## src/rtl/intr_pkg.sv

```systemverilog
// Shared types and helpers for the vectored interrupt controller.
package intr_pkg;

   typedef enum logic {IDLE, REQ} state_t;

   function automatic int id_width(input int n);
      return (n > 1) ? $clog2(n) : 1;
   endfunction

   // Vector address for a channel; callers truncate to their PC width (wraps mod 2^PC_W).
   function automatic logic [31:0] vec_calc(input logic [31:0] base,
                                            input logic [31:0] stride,
                                            input logic [31:0] id);
      return base + id * stride;
   endfunction

endpackage

```

## src/rtl/intr_timer.sv

```systemverilog
// Periodic tick source: prescaler wraps at tmr_base, a second counter
// emits a one-cycle tick every tmr_thr prescaler wraps (tmr_thr = 0 stops it).
module intr_timer #(
   parameter int PRESC_W = 3,
   parameter int CNT_W   = 4
) (
   input  logic               clk,
   input  logic               reset,
   input  logic [PRESC_W-1:0] tmr_base,
   input  logic [CNT_W-1:0]   tmr_thr,
   output logic               tick
);

   logic [PRESC_W-1:0] presc;
   logic [CNT_W-1:0]   cnt;
   logic [CNT_W-1:0]   cnt_inc;
   logic               wrap;

   assign wrap    = (presc == tmr_base);
   assign cnt_inc = cnt + 1'b1;

   // A count already past a newly lowered threshold simply runs on until it wraps at 2^CNT_W.
   always_ff @(posedge clk or posedge reset) begin
      if (reset) begin
         presc <= '0;
         cnt   <= '0;
         tick  <= 1'b0;
      end else if (tmr_thr == '0) begin
         presc <= '0;
         cnt   <= '0;
         tick  <= 1'b0;
      end else begin
         tick  <= 1'b0;
         presc <= wrap ? '0 : presc + 1'b1;
         if (wrap) begin
            if (cnt_inc == tmr_thr) begin
               cnt  <= '0;
               tick <= 1'b1;
            end else begin
               cnt <= cnt_inc;
            end
         end
      end
   end

endmodule

```

## src/rtl/intr_ctrl.sv

```systemverilog
// Vectored interrupt controller: synchronised edge/level sources, masking, nested
// priority service and a request/ack handshake feeding the CPU's PC mux.
module intr_ctrl
   import intr_pkg::*;
#(
   parameter int               N_IRQ      = 4,
   parameter int               PC_W       = 10,
   parameter logic [PC_W-1:0]  VEC_BASE   = 10'h3C0,
   parameter int               VEC_STRIDE = 4,
   parameter logic [N_IRQ-1:0] EDGE_MASK  = '1,
   parameter bit               TIMER_EN   = 1'b1,
   parameter int               PRESC_W    = 3,
   parameter int               CNT_W      = 4,
   localparam int              ID_W       = id_width(N_IRQ)
) (
   input  logic               clk,
   input  logic               reset,
   input  logic [N_IRQ-1:0]   irq,
   input  logic               mask_we,
   input  logic [N_IRQ-1:0]   mask_wd,
   input  logic               ei,
   input  logic               di,
   input  logic               irq_ack,
   input  logic               iret,
   input  logic [PRESC_W-1:0] tmr_base,
   input  logic [CNT_W-1:0]   tmr_thr,
   output logic               irq_req,
   output logic [ID_W-1:0]    irq_id,
   output logic [PC_W-1:0]    irq_vec,
   output logic               isr_busy
);

   // The timer channel is always edge-latched, whatever EDGE_MASK says.
   localparam logic [N_IRQ-1:0] TMR_BIT  = TIMER_EN ? {1'b1, {(N_IRQ-1){1'b0}}} : '0;
   localparam logic [N_IRQ-1:0] EDGE_SEL = EDGE_MASK | TMR_BIT;

   state_t           state, state_next;
   logic [N_IRQ-1:0] sync_a, sync_b, sync_d;
   logic [N_IRQ-1:0] src_edge, pend_edge, pending, mask, isr;
   logic [N_IRQ-1:0] eligible, ack_clr, iret_clr;
   logic             gie, tmr_tick, ack_fire, take;
   logic [ID_W-1:0]  win_id;

   function automatic logic [ID_W-1:0] prio_enc(input logic [N_IRQ-1:0] v);
      prio_enc = '0;
      for (int i = N_IRQ - 1; i >= 0; i--)
         if (v[i]) prio_enc = ID_W'(i);
   endfunction

   function automatic logic [N_IRQ-1:0] prio_above(input logic [N_IRQ-1:0] s);
      logic hit;
      hit        = 1'b0;
      prio_above = '0;
      for (int i = 0; i < N_IRQ; i++) begin
         if (s[i]) hit = 1'b1;
         prio_above[i] = !hit;
      end
   endfunction

   generate
      if (TIMER_EN) begin : g_timer
         intr_timer #(.PRESC_W(PRESC_W), .CNT_W(CNT_W)) u_timer (
            .clk      (clk),
            .reset    (reset),
            .tmr_base (tmr_base),
            .tmr_thr  (tmr_thr),
            .tick     (tmr_tick)
         );
      end else begin : g_no_timer
         assign tmr_tick = 1'b0;
      end
   endgenerate

   always_ff @(posedge clk or posedge reset) begin
      if (reset) begin
         sync_a <= '0;
         sync_b <= '0;
         sync_d <= '0;
      end else begin
         sync_a <= irq;
         sync_b <= sync_a;
         sync_d <= sync_b;
      end
   end

   always_comb begin
      src_edge = sync_b & ~sync_d;
      if (TIMER_EN) src_edge[N_IRQ-1] = tmr_tick;
   end

   assign pending  = (pend_edge & EDGE_SEL) | (sync_b & ~EDGE_SEL);
   assign eligible = pending & mask & prio_above(isr);
   assign win_id   = prio_enc(eligible);
   assign take     = (state == IDLE) && gie && (|eligible);
   assign ack_fire = (state == REQ) && irq_ack;
   assign ack_clr  = ack_fire ? (N_IRQ'(1) << irq_id) : '0;
   // iret retires the lowest-index (highest-priority) in-service bit, seen before any same-cycle ack.
   assign iret_clr = iret ? (isr & ~(isr - N_IRQ'(1))) : '0;
   assign irq_req  = (state == REQ);
   assign isr_busy = |isr;

   // A fresh edge outranks an ack clearing the same channel in the same cycle.
   always_ff @(posedge clk or posedge reset) begin
      if (reset) pend_edge <= '0;
      else       pend_edge <= ((pend_edge & ~ack_clr) | src_edge) & EDGE_SEL;
   end

   always_ff @(posedge clk or posedge reset) begin
      if (reset) begin
         mask    <= '0;
         gie     <= 1'b0;
         isr     <= '0;
         irq_id  <= '0;
         irq_vec <= '0;
      end else begin
         if (mask_we) mask <= mask_wd;
         if (di)      gie  <= 1'b0;
         else if (ei) gie  <= 1'b1;
         isr <= (isr & ~iret_clr) | ack_clr;
         if (take) begin
            irq_id  <= win_id;
            irq_vec <= PC_W'(vec_calc(32'(VEC_BASE), 32'(VEC_STRIDE), 32'(win_id)));
         end
      end
   end

   always_ff @(posedge clk or posedge reset) begin
      if (reset) state <= IDLE;
      else       state <= state_next;
   end

   // Once requesting, the id/vector stay put until the CPU acks; nothing preempts or withdraws.
   always_comb begin
      state_next = state;
      case (state)
         IDLE:    if (take)    state_next = REQ;
         REQ:     if (irq_ack) state_next = IDLE;
         default: state_next = IDLE;
      endcase
   end

endmodule

```

## config.mk

```make
export PLATFORM = sky130hd
export DESIGN_NAME = intr_ctrl
export DESIGN_NICKNAME = d
export VERILOG_FILES = /design/src/rtl/intr_pkg.sv /design/src/rtl/intr_timer.sv /design/src/rtl/intr_ctrl.sv
export SDC_FILE = /design/constraint.sdc
export NUM_CORES = 1
export LEC_CHECK = 0
export ABC_CLOCK_PERIOD_IN_PS = 2700
export CAP_MARGIN = 20
export CORE_MARGIN = 1
export CORE_UTILIZATION = 55
export CTS_BUF_LIST = sky130_fd_sc_hd__clkbuf_8
export DETAILED_ROUTE_END_ITERATION = 8
export GPL_TIMING_DRIVEN = 0
export PLACE_DENSITY = 0.87
export SKIP_LAST_GASP = 1
export SLEW_MARGIN = 20
export SYNTH_ARGS = -nofsm -noshare
export SYNTH_HDL_FRONTEND = slang
export SYNTH_SLANG_ARGS = --single-unit
```

## constraint.sdc

```tcl
create_clock -name clk -period 2.7 [get_ports clk]
set_clock_uncertainty 0.05 [all_clocks]
set_input_delay 0.405 -clock clk [delete_from_list [all_inputs] [get_ports clk]]
set_output_delay 0.405 -clock clk [all_outputs]
set_load 0.01 [all_outputs]
```

Yosys cells after proc, flatten, opt, wreduce, memory -nomap -nowiden
Cells that the tools add are included.

Flip-flop bits (word level): 43. Input port bits: 22. Output and inout port bits: 14. Word-level logic and storage cells: 68.

$add $sub $neg: 4. Eq/ne operators: 2. Shifts and indexed selects: 1. Mux-type cells: 23. Bitwise logic cells: 13. Reductions and logical operators: 12.

Operator list (count): AND 4 bit (5); 2-to-1 mux 4 bit (5); NOT 4 bit (3); 2-to-1 mux 1 bit (11); adder 10 x 4 -> 10 bit, first input constant (1); 2-to-1 mux 2 bit (4); OR 4 bit (2); OR reduction 4 bit (2); 2-to-1 mux 3 bit (2); adder 4 x 1 -> 4 bit, second input constant (1); == test 4 bit (1); zero test 1 bit (4); zero test 4 bit (1); nonzero test 2 bit (2); << shifter 1 x 2 -> 4 bit, first input constant (1); subtractor 4 x 1 -> 4 bit, second input constant (1); adder 3 x 1 -> 3 bit, second input constant (1); AND 3 bit (1); == test 3 bit (1); logical AND 1 bit (3); NOT 3 bit (1); one-hot mux 1 bit (2 select lines) (1); NOT 1 bit (1).

Logic depth before layout (Yosys ltp)
Depth after elaboration: 11. Depth in mapped cells: 5. Depth with buffers taken out: 5.

Cells and area by module
From an unflattened synthesis, not the netlist that was laid out.

Cells, all modules: 137. Area, all modules: 1551.5 µm².

Modules (own cells, without submodules): intr_ctrl (times used 1, cells an instance 87, area each 1048.5 µm², seq. area each 650.6 µm²); intr_timer (times used 1, cells an instance 50, area each 503.0 µm², seq. area each 200.2 µm²).

Least setup slack after synthesis
No wires, ideal clock.

Path kind: reg-to-output. From: register isr[0]. To: output port isr_busy. Data arrival time: 1106 ps. Required time: 2245 ps. Path slack: 1139 ps. Cell stages (with the launch flop): 3. Buffers on the path: 0. Cells stage by stage: dfrtp_1 > or3_4 > or2_2.

Word-level cells in the longest chain between the ends: 1.

Ends and longest elaborated chain: from (decl) (line intr_ctrl.sv:39) `logic [N_IRQ-1:0] src_edge, pend_edge, pending, mask, isr;`; from (signal assigned) (line intr_ctrl.sv:119) `isr <= (isr & ~iret_clr) | ack_clr;`; OR reduction 4 bit (line intr_ctrl.sv:100) `assign isr_busy = |isr;`; to (decl) (line intr_ctrl.sv:30) `output logic isr_busy`.

Every way passes these cells.

Worst setup path in the final report
Ends and elaborated chain as after synthesis.

==> flow_metrics.env <==
export IMPL_run_status="completed"
export IMPL_synth_edf_count=0
export IMPL_final_hold_violation_count=0
export IMPL_synth_lib_cells_used_distinct=37
export IMPL_overall_power_mw=1.75
export IMPL_post_route_util=0.773
export IMPL_global_route_usage_sum=0.227
export IMPL_gpl_final_weighted_congestion=0.796
export IMPL_cts_post_setup_buffers_inserted=0
export IMPL_dieWidth_microns=54.6
export IMPL_cts_sinks=34
export IMPL_timing_critical_path_arrival_ns=1.90
export IMPL_clock_tree_htree_level_count=2
export IMPL_ys_warnings_count=0
export IMPL_die_h_microns=54.6
export IMPL_cts_root_buf="clkbuf_8"
export IMPL_num_vias=1125
export IMPL_final_period_minus_worst_setup_slack_ns=2.36
export IMPL_grt_pass1_wl_microns=4560
export IMPL_postSynth_topFlopCell="dfrtp_1"
export IMPL_layout_drive_gt1_share=0.168
export IMPL_ctsResizeCount=0
export IMPL_detailedRoute_firstPassIterationCount=4
export IMPL_final_hold_worst_slack_ns=0.304
export IMPL_worstPathMaxFanout=6
export IMPL_cts_buffers=5
export IMPL_worstHoldPathType="flip-flop to flip-flop"
export IMPL_critical_path_startpoint_category="flip-flop"
export IMPL_hold_buffers=0
export IMPL_insertion_delay_ns=0.28
export IMPL_dp_worst_setup_slack_ns=0.647
export IMPL_setup_total_negative_slack_ns=0
export IMPL_cp_slowest_cell="clkdlybuf4s50_1"
export IMPL_timing_max_cap_violations=0
export IMPL_pwr_density_cell_nw_per_um2=891
export IMPL_dr_first_iter_drc_count=17
export IMPL_port_buffers=30
export IMPL_antenna_diode_count=0
export IMPL_final_cell_mix="dfrtp_1, clkdlybuf4s50_1, o21ai_0, nand2_1"
export IMPL_max_freq_ghz=0.424
export IMPL_layout_cells_most_common="dfrtp_1"
export IMPL_yosysSeqAreaShare=0.559
export IMPL_worst_pin_slew_ns=0.676
export IMPL_cp_end_kind="primary output"
export IMPL_leakagePower_nw=0.903
export IMPL_floorplan_die_area_sq_um=2980
export IMPL_floorplan_initialDensity=0.598
export IMPL_number_of_remaining_drc_errors=0
export IMPL_grt_ovfl_total=0
export IMPL_num_io_pins=36
export IMPL_std_cell_core_area_sq_um=2540
export IMPL_cell_breakdown_of_the_critical_path="or3_4, or2_2, clkdlybuf4s50_1"
export IMPL_critical_path_max_stage_delay_ns=0.47
export IMPL_timing_critical_path_required_ns=2.25
export IMPL_cts_tree="done"
export IMPL_postRouteAntennaNets=0
export IMPL_total_of_flip_flops_plus_latches_after_synthesis=34
export IMPL_cts_reportedPaths_clkPinSlew_ns=0.07
export IMPL_post_synth_instance_area_sq_um=1520
export IMPL_min_period_over_period=0.873
export IMPL_hpwl_microns=2130
export IMPL_setup_viol=0
export IMPL_vdd_ir_drop_worst_v=0.000664
export IMPL_flow_area_growth_from_synthesis_pct=29.2
export IMPL_final_nets=202
export IMPL_grt_antenna_before_repair=0
export IMPL_postRouteWirelength_microns=2840
export IMPL_pin_count_of_the_biggest_net_entering_global_routing=35
export IMPL_avgSynthCellArea_sq_um=11.0
export IMPL_layout_setup_ws_ns=0.343
export IMPL_relSlewSlack=0.549
export IMPL_fraction_of_registers_with_async_set_reset=1.00
export IMPL_slew_viol_final=0
export IMPL_via_per_inst=5.38
export IMPL_floorplan_rows=18
export IMPL_cp_buffers_inverters=1
export IMPL_rsz0062_at_grt="no"
export IMPL_grt_pass1_vias=1120
export IMPL_syn_inst=138
export IMPL_routedWlPerCell_microns=13.6
export IMPL_cts_buffer_depth=2
export IMPL_worst_path_dominant_cell_family="simple AND/OR/NAND/NOR gates"
export IMPL_critical_path_class="flip-flop to primary output"
[flip-flops by register name (all words and copies together), names as in the netlist]
| register | flops |
|---|---|
| g_timer.u_timer.tick | 1 |
| irq_id | 1 |
| g_timer.u_timer.presc | 3 |
| mask | 4 |
| sync_b | 3 |
| pend_edge | 4 |
| sync_a | 3 |
| isr | 4 |
| irq_vec | 2 |
| irq_req | 1 |
| gie | 1 |
| sync_d | 3 |
| g_timer.u_timer.cnt | 4 |
[power breakdown]
part           switching, mW  internal (mW)  leakage [nW]
registers              0.126          0.628         0.402
logic                  0.297          0.323         0.454
clock network          0.175          0.205        0.0472
total                  0.599           1.15         0.903
[synth_stat cells, drive strengths merged, types with 3 or more instances]
library cell / count / area (sq um)
buf: 10 / 72.6
o21ai: 14 / 70.1
or3: 3 / 23.8
xor2: 5 / 43.8
nor4: 3 / 31.3
inv: 10 / 37.5
o211ai: 3 / 22.5
a21oi: 6 / 33.8
xnor2: 3 / 33.8
mux2: 4 / 45.0
nor2: 8 / 30.0
dfrtp: 34 / 851
nand2: 11 / 41.3
nand3: 4 / 25.0
[cell type report]
cell class | count | area, sq um
Inverter | 10 | 37.5
Multi-Input combinational cell | 87 | 573
Tap cell | 30 | 37.5
Clock buffer | 6 | 82.6
Fill cell | 179 | 578
Sequential cell | 34 | 851
Buffer | 10 | 72.6
Clock inverter | 2 | 12.5
Timing Repair Buffer | 30 | 300
[metrics by stage]
| stage | cell area, sq um | cells |
|---|---|---|
| floorplan | 1530 | 141 |
| global placement | 1870 | 201 |
| detailed placement | 1870 | 201 |
| CTS | 1970 | 209 |
| global route | 1970 | 209 |
| finish | 1970 | 209 |
[final timing paths]
check,from,slack [ns],end,depth (start not counted)
worst max-delay path,isr[0],0.34,isr_busy,3
worst min-delay path,sync_a[1],0.30,sync_b[1],0
worst max register to register,g_timer.u_timer.cnt[0],0.97,g_timer.u_timer.cnt[2],5
worst min register to register,sync_a[1],0.30,sync_b[1],0
max in group asynchronous,reset,1.67,irq_vec[8],2
min in group asynchronous,reset,0.49,sync_a[1],2
[layer usage]
metal	wire, microns	GRT usage
met1	1090	0.242
met2	1530	0.400
met3	164	0.0833
met4	48	0.0940
met5	0	0
[cell families (layout without fill, tap and decap cells)]
logic type      count (synthesis)  after routing  share of synthesized area
flops                          34             34                      0.559
buf+inv                        20             58                     0.0723
compound gates                 28             28                      0.106
fa+ha+maj                       2              2                     0.0164
xor+xnor                        9              9                     0.0657
simple gates                   39             39                      0.142
other cells                     1              4                    0.00246
mux                             5              5                     0.0362
Power figures use the tool's default switching activity.
